<file path="src/rtl/eth_tx_pkg.sv">
// Shared types and defaults for the Ethernet transmit scheduler.
package eth_tx_pkg;
  localparam int LEN_W_DEF   = 11;
  localparam int SLOT_WORDS  = 1024;
  localparam int MIN_LEN_DEF = 60;

  typedef logic [LEN_W_DEF-1:0] len_t;

  typedef enum logic [2:0] {
    ST_IDLE,
    ST_FETCH,
    ST_STREAM,
    ST_PAD,
    ST_DONE
  } state_t;
endpackage

</file>
<file path="src/rtl/eth_tx_sched_if.sv">
// Byte stream toward the MAC transmitter, valid/ready handshake.
interface eth_tx_sched_if;
  logic [7:0] m_tdata;
  logic       m_tvalid;
  logic       m_tlast;
  logic       m_tready;

  modport master (output m_tdata, output m_tvalid, output m_tlast, input m_tready);
  modport slave  (input m_tdata, input m_tvalid, input m_tlast, output m_tready);
endinterface

</file>
<file path="src/rtl/eth_tx_prefetch.sv">
// Two-word read-ahead buffer and byte unpacker over the 16-bit buffer port.
// First read issues during start; data lands one cycle later; reads stop at 2 words held or in flight.
module eth_tx_prefetch
  import eth_tx_pkg::*;
#(
  parameter int LEN_W = LEN_W_DEF
) (
  input  logic             clk,
  input  logic             rst,
  input  logic             start,
  input  logic             active,
  input  logic             slot,
  input  logic [LEN_W-1:0] len,
  input  logic             byte_pop,
  input  logic             last_byte,
  output logic             byte_vld,
  output logic [7:0]       byte_dat,
  output logic             mem_en,
  output logic [LEN_W-1:0] mem_addr,
  input  logic [15:0]      mem_rdata
);
  logic [15:0]      wbuf [2];
  logic             wp, rp, phase, infl;
  logic [1:0]       cnt;
  logic [LEN_W-1:0] widx;
  logic [LEN_W:0]   words;
  logic [LEN_W-2:0] widx_lo;
  logic             issue, push, pop_word;

  assign words    = ({1'b0, len} + (LEN_W+1)'(1)) >> 1;
  assign issue    = active && ((cnt + {1'b0, infl}) < 2'd2) && ({1'b0, widx} < words);
  assign mem_en   = start | issue;
  assign widx_lo  = start ? '0 : widx[LEN_W-2:0];
  assign mem_addr = mem_en ? {slot, widx_lo} : '0;
  assign push     = infl;
  // A word retires on its high byte, or early when the frame ends on its low byte.
  assign pop_word = byte_pop & (phase | last_byte);
  assign byte_vld = (cnt != 2'd0);
  assign byte_dat = phase ? wbuf[rp][15:8] : wbuf[rp][7:0];

  always_ff @(posedge clk or posedge rst) begin
    if (rst) begin
      wbuf[0] <= '0;
      wbuf[1] <= '0;
      wp      <= 1'b0;
      rp      <= 1'b0;
      phase   <= 1'b0;
      infl    <= 1'b0;
      cnt     <= 2'd0;
      widx    <= '0;
    end else begin
      infl <= mem_en;
      if (start) begin
        cnt   <= 2'd0;
        wp    <= 1'b0;
        rp    <= 1'b0;
        phase <= 1'b0;
        widx  <= LEN_W'(1);
      end else begin
        if (issue) widx <= widx + LEN_W'(1);
        if (push) begin
          wbuf[wp] <= mem_rdata;
          wp       <= ~wp;
        end
        if (pop_word) rp <= ~rp;
        if (byte_pop) phase <= ~pop_word;
        cnt <= cnt + {1'b0, push} - {1'b0, pop_word};
      end
    end
  end
endmodule

</file>
<file path="src/rtl/eth_tx_sched.sv">
// Two-deep frame queue plus streaming FSM; m_tvalid 3 cycles after an idle accept, 1 byte/cycle.
// Stream holds under m_tready=0. Define ETH_TX_PAD_EN to zero-pad short frames to MIN_LEN.
module eth_tx_sched
  import eth_tx_pkg::*;
#(
  parameter int MIN_LEN = MIN_LEN_DEF,
  parameter int LEN_W   = LEN_W_DEF
) (
  input  logic               clk,
  input  logic               rst,
  input  logic               tx_req,
  input  logic [LEN_W-1:0]   tx_len,
  output logic               tx_ready,
  output logic               tx_wr_slot,
  output logic               tx_drop,
  output logic               tx_busy,
  output logic               tx_done,
  output logic               mem_en,
  output logic [LEN_W-1:0]   mem_addr,
  input  logic [15:0]        mem_rdata,
  eth_tx_sched_if.master     m_axis
);
  state_t           state_q, state_d;
  logic [LEN_W-1:0] len_q [2];
  logic [LEN_W-1:0] cur_len, rem_q;
  logic             wr_ptr, rd_ptr;
  logic [1:0]       count;
  logic             accept, done, hs, last_cnt, pad_act;
  logic             stream_vld, byte_vld;
  logic [7:0]       byte_dat;

  assign cur_len  = len_q[rd_ptr];
  assign tx_ready = (count != 2'd2);
  assign tx_wr_slot = wr_ptr;
  assign accept   = tx_req && tx_ready && (tx_len != '0);
  assign done     = (state_q == ST_DONE);
  assign tx_done  = done;
  assign tx_busy  = (state_q != ST_IDLE);
  assign last_cnt = (rem_q == LEN_W'(1));

`ifdef ETH_TX_PAD_EN
  assign pad_act = (cur_len < LEN_W'(MIN_LEN));
`else
  assign pad_act = 1'b0;
`endif

  assign stream_vld      = (state_q == ST_STREAM) && byte_vld;
  assign hs              = m_axis.m_tvalid && m_axis.m_tready;
  assign m_axis.m_tvalid = stream_vld || (state_q == ST_PAD);
  assign m_axis.m_tdata  = stream_vld ? byte_dat : 8'h00;
  assign m_axis.m_tlast  = (stream_vld && last_cnt && !pad_act) ||
                           ((state_q == ST_PAD) && last_cnt);

  eth_tx_prefetch #(.LEN_W(LEN_W)) u_prefetch (
    .clk       (clk),
    .rst       (rst),
    .start     (state_q == ST_FETCH),
    .active    (state_q == ST_STREAM),
    .slot      (rd_ptr),
    .len       (cur_len),
    .byte_pop  (stream_vld && m_axis.m_tready),
    .last_byte (last_cnt),
    .byte_vld  (byte_vld),
    .byte_dat  (byte_dat),
    .mem_en    (mem_en),
    .mem_addr  (mem_addr),
    .mem_rdata (mem_rdata)
  );

  always_comb begin
    state_d = state_q;
    unique case (state_q)
      ST_IDLE:   if (count != 2'd0) state_d = ST_FETCH;
      ST_FETCH:  state_d = ST_STREAM;
      ST_STREAM: if (hs && last_cnt) state_d = pad_act ? ST_PAD : ST_DONE;
      ST_PAD:    if (hs && last_cnt) state_d = ST_DONE;
      ST_DONE:   state_d = ST_IDLE;
      default:   state_d = ST_IDLE;
    endcase
  end

  always_ff @(posedge clk or posedge rst) begin
    if (rst) state_q <= ST_IDLE;
    else     state_q <= state_d;
  end

  // The posted length stays untouched while its slot streams: wr_ptr only meets rd_ptr when count is 0 or 2.
  always_ff @(posedge clk or posedge rst) begin
    if (rst) begin
      len_q[0] <= '0;
      len_q[1] <= '0;
      wr_ptr   <= 1'b0;
      rd_ptr   <= 1'b0;
      count    <= 2'd0;
      tx_drop  <= 1'b0;
    end else begin
      tx_drop <= tx_req && !accept;
      if (accept) begin
        len_q[wr_ptr] <= tx_len;
        wr_ptr        <= ~wr_ptr;
      end
      if (done) rd_ptr <= ~rd_ptr;
      count <= count + {1'b0, accept} - {1'b0, done};
    end
  end

  // One down-counter serves both the payload and, when enabled, the pad run.
  always_ff @(posedge clk or posedge rst) begin
    if (rst) begin
      rem_q <= '0;
    end else begin
      unique case (state_q)
        ST_FETCH:  rem_q <= cur_len;
        ST_STREAM: if (hs) rem_q <= (last_cnt && pad_act) ? (LEN_W'(MIN_LEN) - cur_len)
                                                          : (rem_q - LEN_W'(1));
        ST_PAD:    if (hs) rem_q <= rem_q - LEN_W'(1);
        default:   rem_q <= rem_q;
      endcase
    end
  end
endmodule

</file>
<file path="src/flat_wrapper.sv">
// flat-port wrapper written by rule: the top's interface ports become plain ports
module eth_tx_sched_flat import eth_tx_pkg::*;
#(
  parameter int MIN_LEN = MIN_LEN_DEF,
  parameter int LEN_W   = LEN_W_DEF
)
  (clk, rst, tx_req, tx_len, tx_ready, tx_wr_slot, tx_drop, tx_busy, tx_done, mem_en, mem_addr, mem_rdata, m_axis_m_tdata, m_axis_m_tvalid, m_axis_m_tlast, m_axis_m_tready);
  eth_tx_sched_if m_axis_i ();
  input  logic clk;
  input  logic rst;
  input  logic tx_req;
  input  logic [LEN_W-1:0] tx_len;
  output logic tx_ready;
  output logic tx_wr_slot;
  output logic tx_drop;
  output logic tx_busy;
  output logic tx_done;
  output logic mem_en;
  output logic [LEN_W-1:0] mem_addr;
  input  logic [15:0] mem_rdata;
  output wire logic [$bits(m_axis_i.m_tdata)-1:0] m_axis_m_tdata;
  output wire logic [$bits(m_axis_i.m_tvalid)-1:0] m_axis_m_tvalid;
  output wire logic [$bits(m_axis_i.m_tlast)-1:0] m_axis_m_tlast;
  input wire logic [$bits(m_axis_i.m_tready)-1:0] m_axis_m_tready;
  assign m_axis_m_tdata = m_axis_i.m_tdata;
  assign m_axis_m_tvalid = m_axis_i.m_tvalid;
  assign m_axis_m_tlast = m_axis_i.m_tlast;
  assign m_axis_i.m_tready = m_axis_m_tready;
  eth_tx_sched #(.MIN_LEN(MIN_LEN), .LEN_W(LEN_W)) u_core (.clk(clk), .rst(rst), .tx_req(tx_req), .tx_len(tx_len), .tx_ready(tx_ready), .tx_wr_slot(tx_wr_slot), .tx_drop(tx_drop), .tx_busy(tx_busy), .tx_done(tx_done), .mem_en(mem_en), .mem_addr(mem_addr), .mem_rdata(mem_rdata), .m_axis(m_axis_i));
endmodule
</file>
<file path="config.mk">
export PLATFORM = sky130hd
export DESIGN_NAME = eth_tx_sched_flat
export DESIGN_NICKNAME = d
export VERILOG_FILES = /design/src/rtl/eth_tx_pkg.sv /design/src/rtl/eth_tx_sched_if.sv /design/src/rtl/eth_tx_prefetch.sv /design/src/rtl/eth_tx_sched.sv /design/src/flat_wrapper.sv
export SDC_FILE = /design/constraint.sdc
export NUM_CORES = 1
export LEC_CHECK = 0
export BUFFER_PORTS_ARGS = -buffer_cell sky130_fd_sc_hd__buf_2
export CORE_MARGIN = 2
export CORE_UTILIZATION = 40
export DETAILED_ROUTE_END_ITERATION = 10
export PLACE_DENSITY_LB_ADDON = 0.25
export REMOVE_ABC_BUFFERS = 1
export SYNTH_ARGS = -nofsm -noshare
export SYNTH_HDL_FRONTEND = slang
export SYNTH_HIERARCHICAL = 1
export SYNTH_SLANG_ARGS = --single-unit
</file>
<file path="constraint.sdc">
create_clock -name clk -period 4.65 [get_ports clk]
set_input_delay 0.2325 -clock clk [delete_from_list [all_inputs] [get_ports clk]]
set_output_delay 0.2325 -clock clk [all_outputs]
set_load 0.02 [all_outputs]
</file>
==> flow_summary.html <==
<table>
<tr><th>Metric</th><th>Value</th></tr>
<tr><th colspan="2">Run status</th></tr>
<tr><td>Status</td><td>finished clean</td></tr>
<tr><th colspan="2">Floorplanning</th></tr>
<tr><td>Initial Util</td><td>40.7%</td></tr>
<tr><td>Die height</td><td>114 um</td></tr>
<tr><td>Floorplan die area</td><td>0.0130 mm^2</td></tr>
<tr><td>Floorplan die width</td><td>114 um</td></tr>
<tr><td>Top-Level Pins</td><td>58</td></tr>
<tr><td>Placeable Area</td><td>0.0119 mm^2</td></tr>
<tr><td>Floorplan row count</td><td>40</td></tr>
<tr><th colspan="2">Power and ir drop</th></tr>
<tr><td>Power per cell area</td><td>435 mW/mm^2</td></tr>
<tr><td>Standby leakage power</td><td>2.58 nW</td></tr>
<tr><td>Max rail drop VDD</td><td>0.304 mV</td></tr>
<tr><th colspan="2">Yosys</th></tr>
<tr><td>Proportion of synthesized flip-flops having asynchronous set or reset</td><td>100%</td></tr>
<tr><td>Area share of and/or/nand/nor cells after synthesis</td><td>14.8%</td></tr>
<tr><td>Number of synthesis warnings</td><td>6</td></tr>
<tr><td>Leading register cell type out of synthesis</td><td>sky130_fd_sc_hd__dfrtp_1</td></tr>
<tr><td>Synth Area in Compound Gates</td><td>10.1%</td></tr>
<tr><td>Sequential cell area fraction in the yosys report</td><td>46.5%</td></tr>
<tr><td>Number of flops mapped to enable cells by yosys</td><td>0</td></tr>
<tr><td>Xor-xnor portion of the synthesized cell area</td><td>3.25%</td></tr>
<tr><td>Syn Std Cell Area</td><td>0.00485 mm^2</td></tr>
<tr><td>Fraction of synthesized area in multiplexers</td><td>17.8%</td></tr>
<tr><td>Number of library cell types mapped by synthesis</td><td>56</td></tr>
<tr><td>Mean Syn Cell Area</td><td>11.5 um^2</td></tr>
<tr><td>Adder-cell share of the synthesized area</td><td>4.65%</td></tr>
<tr><td>Seq cells post-synth</td><td>90</td></tr>
<tr><td>Main combinational cell family by area after synthesis</td><td>multiplexers</td></tr>
<tr><td>Synthesized instance count</td><td>421</td></tr>
<tr><th colspan="2">Critical path</th></tr>
<tr><td>Crit path max-delay cell type</td><td>sky130_fd_sc_hd__a221o_1</td></tr>
<tr><td>Cells along the critical path</td><td>mux2_2 -&gt; and3_1 -&gt; and2_1 -&gt; nand3_1 -&gt; nor2_1 -&gt; xnor2_1 -&gt; ha_1 -&gt; a211oi_2 -&gt; o2111ai_1 -&gt; a221o_1 -&gt; nor2_2 -&gt; and2_1 -&gt; buf_2</td></tr>
<tr><td>Element type at the critical path end</td><td>output port</td></tr>
<tr><td>Max incr delay on CP</td><td>570 ps</td></tr>
<tr><td>Most prevalent standard cell on the critical path</td><td>sky130_fd_sc_hd__and2_1</td></tr>
<tr><td>Data required, critical path</td><td>4420 ps</td></tr>
<tr><td>Worst Setup Start Kind</td><td>flop</td></tr>
<tr><td>Critical path class</td><td>flop to output port</td></tr>
<tr><td>Worst path buffer plus inverter count</td><td>1</td></tr>
<tr><td>CP top delay family</td><td>simple AND/OR/NAND/NOR gates</td></tr>
<tr><td>Maximum fanout along the worst path</td><td>22</td></tr>
<tr><td>CP arrival</td><td>3960 ps</td></tr>
<tr><th colspan="2">Timing</th></tr>
<tr><td>Total negative setup slack</td><td>0 ps</td></tr>
<tr><td>Slew at the pin with the worst max-slew slack</td><td>1010 ps</td></tr>
<tr><td>Worst slew margin relative to its limit</td><td>32.8%</td></tr>
<tr><td>Number of max-slew violations in the final report</td><td>0</td></tr>
<tr><td>Achievable frequency</td><td>0.238 GHz</td></tr>
<tr><td>Final worst-path cycle share</td><td>90.2%</td></tr>
<tr><td>Final Skew</td><td>7.99 ps</td></tr>
<tr><td>Total count of hold-check failures in the final report</td><td>0</td></tr>
<tr><td>Min Tclk post-route</td><td>4200 ps</td></tr>
<tr><td>Worst slack on hold paths</td><td>14.7 ps</td></tr>
<tr><td>RSZ-0062 raised after global routing</td><td>false</td></tr>
<tr><td>Count of endpoints failing setup in the final report</td><td>0</td></tr>
<tr><th colspan="2">Final layout</th></tr>
<tr><td>Number of nets in the finished design</td><td>525</td></tr>
<tr><td>Number of inserted diodes</td><td>0</td></tr>
<tr><td>Area of combinational cells with multiple inputs</td><td>0.00246 mm^2</td></tr>
<tr><td>Layout area overhead</td><td>14.6%</td></tr>
<tr><td>Most frequent cells in the layout</td><td>89 x sky130_fd_sc_hd__dfrtp_1, 57 x sky130_fd_sc_hd__buf_2, 51 x sky130_fd_sc_hd__mux2_2</td></tr>
<tr><td>Fraction of the core area covered by cells at the end of the flow</td><td>46.6%</td></tr>
<tr><td>Final design instance area without fill</td><td>0.00556 mm^2</td></tr>
<tr><td>Non-filler cells in the finished layout</td><td>628</td></tr>
<tr><td>Fillers</td><td>1,131</td></tr>
<tr><td>Proportion of layout cells with a drive suffix above 1</td><td>33.1%</td></tr>
<tr><td>Most common cell after layout, fill and taps aside</td><td>sky130_fd_sc_hd__dfrtp_1</td></tr>
<tr><td>Area used by sequential logic in the layout</td><td>0.00225 mm^2</td></tr>
<tr><th colspan="2">Place</th></tr>
<tr><td>Quantity of I/O buffers inserted on ports</td><td>57</td></tr>
<tr><td>DP Cell Count</td><td>612</td></tr>
<tr><td>Final weighted congestion in routability-driven placement</td><td>0.816</td></tr>
<tr><td>Placed wire-length estimate</td><td>7410 um</td></tr>
<tr><td>Instance area at placement</td><td>0.00525 mm^2</td></tr>
<tr><th colspan="2">Flow run</th></tr>
<tr><td>Max capacitance violation total</td><td>0</td></tr>
<tr><th colspan="2">Route</th></tr>
<tr><td>DRC violations left</td><td>0</td></tr>
<tr><td>DR iter-0 viols</td><td>138</td></tr>
<tr><td>Total number of vias</td><td>3,455</td></tr>
<tr><td>Sum of routed wire length over all layers</td><td>10,500 um</td></tr>
<tr><td>First-pass detailed-route iteration total</td><td>4</td></tr>
<tr><td>Routed WL per cell</td><td>16.7 um</td></tr>
<tr><td>Via density per instance</td><td>5.50</td></tr>
<tr><td>Antenna viol nets, final</td><td>0</td></tr>
<tr><th colspan="2">CTS</th></tr>
<tr><td>Clock sink total</td><td>90</td></tr>
<tr><td>Clock transition at the registers of the reported paths</td><td>70 ps</td></tr>
<tr><td>Clock tree from TritonCTS</td><td>done</td></tr>
<tr><td>Clock Tree Root</td><td>sky130_fd_sc_hd__clkbuf_16</td></tr>
<tr><td>Worst-case clock buffer depth</td><td>2</td></tr>
<tr><td>Hold buffers post-CTS</td><td>0</td></tr>
<tr><td>Number of clock buffers inserted by TritonCTS</td><td>9</td></tr>
<tr><td>Worst-Skew Late Latency</td><td>350 ps</td></tr>
<tr><td>Number of H-tree branching levels</td><td>3</td></tr>
<tr><th colspan="2">Hold path</th></tr>
<tr><td>Hold crit path type</td><td>primary input to asynchronous set/reset pin</td></tr>
<tr><th colspan="2">Global route</th></tr>
<tr><td>Aggregate global routing overflow</td><td>0</td></tr>
<tr><td>Antenna violations before repair</td><td>0</td></tr>
<tr><td>Global-route wire length before repair</td><td>17,800 um</td></tr>
<tr><td>Global Route Usage Sum</td><td>17.5%</td></tr>
<tr><td>Maximum number of pins on one net before global-route repair</td><td>50</td></tr>
<tr><td>Vias in the first global route</td><td>3,542</td></tr>
</table>
## metal layers
metal | share of wire [%] | GRT usage, % | routed length (um) | vias to the layer above
met5 | 0 | 0 | 0 | -
met4 | 0.99 | 4.47 | 104 | 0
met3 | 5.3 | 6.09 | 550 | 7
met2 | 48 | 27.9 | 5020 | 67
met1 | 46 | 23.0 | 4790 | 1725
li1 | - | - | - | 1656
## synth_stat cells (4+ instances only)
cell	instances	area (um^2)
sky130_fd_sc_hd__and3_1	13	81.3
sky130_fd_sc_hd__a21oi_1	24	120
sky130_fd_sc_hd__a22o_1	4	35.0
sky130_fd_sc_hd__o21ai_0	16	80.1
sky130_fd_sc_hd__nor2_1	19	71.3
sky130_fd_sc_hd__a2bb2oi_1	4	35.0
sky130_fd_sc_hd__o31ai_1	4	30.0
sky130_fd_sc_hd__xor2_1	9	78.8
sky130_fd_sc_hd__nand3_1	18	90.1
sky130_fd_sc_hd__a22o_2	4	40.0
sky130_fd_sc_hd__or3_1	6	37.5
sky130_fd_sc_hd__dfrtp_1	90	2250
sky130_fd_sc_hd__nand2b_1	4	25.0
sky130_fd_sc_hd__mux4_2	8	180
sky130_fd_sc_hd__and2_1	13	81.3
sky130_fd_sc_hd__nor3_1	6	30.0
sky130_fd_sc_hd__ha_1	18	225
sky130_fd_sc_hd__nand4_1	4	25.0
sky130_fd_sc_hd__nand2_1	19	71.3
sky130_fd_sc_hd__clkbuf_1	7	26.3
sky130_fd_sc_hd__buf_2	4	20.0
sky130_fd_sc_hd__o22ai_1	4	25.0
sky130_fd_sc_hd__mux2_4	6	90.1
sky130_fd_sc_hd__or4_1	4	30.0
sky130_fd_sc_hd__mux2_2	51	574
sky130_fd_sc_hd__xnor2_1	9	78.8
sky130_fd_sc_hd__inv_1	11	41.3
## sequential cells by signal, summed over array words and instances (netlist names)
| name | flops |
|---|---|
| u_core/u_prefetch/wbuf | 32 |
| u_core/len_q | 22 |
| u_core/rem_q | 11 |
| u_core/u_prefetch/widx | 11 |
| u_core/state_q | 3 |
| u_core/count | 2 |
| u_core/u_prefetch/cnt | 2 |
| u_core/rd_ptr | 1 |
| u_core/tx_drop | 1 |
| u_core/tx_wr_slot | 1 |
| u_core/u_prefetch/infl | 1 |
| u_core/u_prefetch/phase | 1 |
| u_core/u_prefetch/rp | 1 |
| u_core/u_prefetch/wp | 1 |
## cell families (layout without fill, tap and decap cells)
group | count (synthesis) | in the layout
buf+inv | 28 | 88
flops | 90 | 90
fa+ha+maj | 18 | 18
mux | 67 | 67
simple gates | 126 | 126
xor+xnor | 18 | 18
compound gates | 74 | 74
## where the power goes
group	switching [mW]	internal, mW
registers	0.114	0.933
logic	0.326	0.321
clock network	0.313	0.411
total	0.753	1.66
## tightest hold or removal path, delay by kind of cell
kind	cells	cell delay, ps
buffers and inverters	3	580
## per-stage QoR
step	setup WS, ps	power, mW
3_5_place_dp	532	1.71
5_1_grt	70.2	2.57
2_1_floorplan	1130	1.53
6_report	455	2.42
3_3_place_gp	758	1.69
4_1_cts	129	2.45
## final cells by class
type	count	area share (%)
clock buffers	12	4.80
clock inverters	4	0.585
inverters	11	0.743
multi-input cells	303	44.3
flip-flops and latches	90	40.6
well taps	147	3.31
repair buffers	61	5.67
## path summary, 6_finish.rpt
check,start,end,slack (ps),cells past startpoint
min in group clk,mem_rdata[8],u_core/u_prefetch/wbuf[8],130,2
max in group asynchronous,rst,u_core/u_prefetch/wbuf[31],3890,2
worst min-delay path,rst,u_core/count[0],10,3
worst max register to register,u_core/rd_ptr,u_core/u_prefetch/widx[9],880,12
worst max-delay path,u_core/rd_ptr,mem_addr[2],450,13
worst min register to register,u_core/u_prefetch/wbuf[6],u_core/u_prefetch/wbuf[6],500,1
## repair_timing
item / 4_1_cts / 5_1_grt
endpoints found under the hold margin: 0 / 0
setup buffers: 0 / 0
endpoints found under the setup margin: 0 / 10
gates resized for setup: 0 / 2
(Power assumes the default switching activity.)
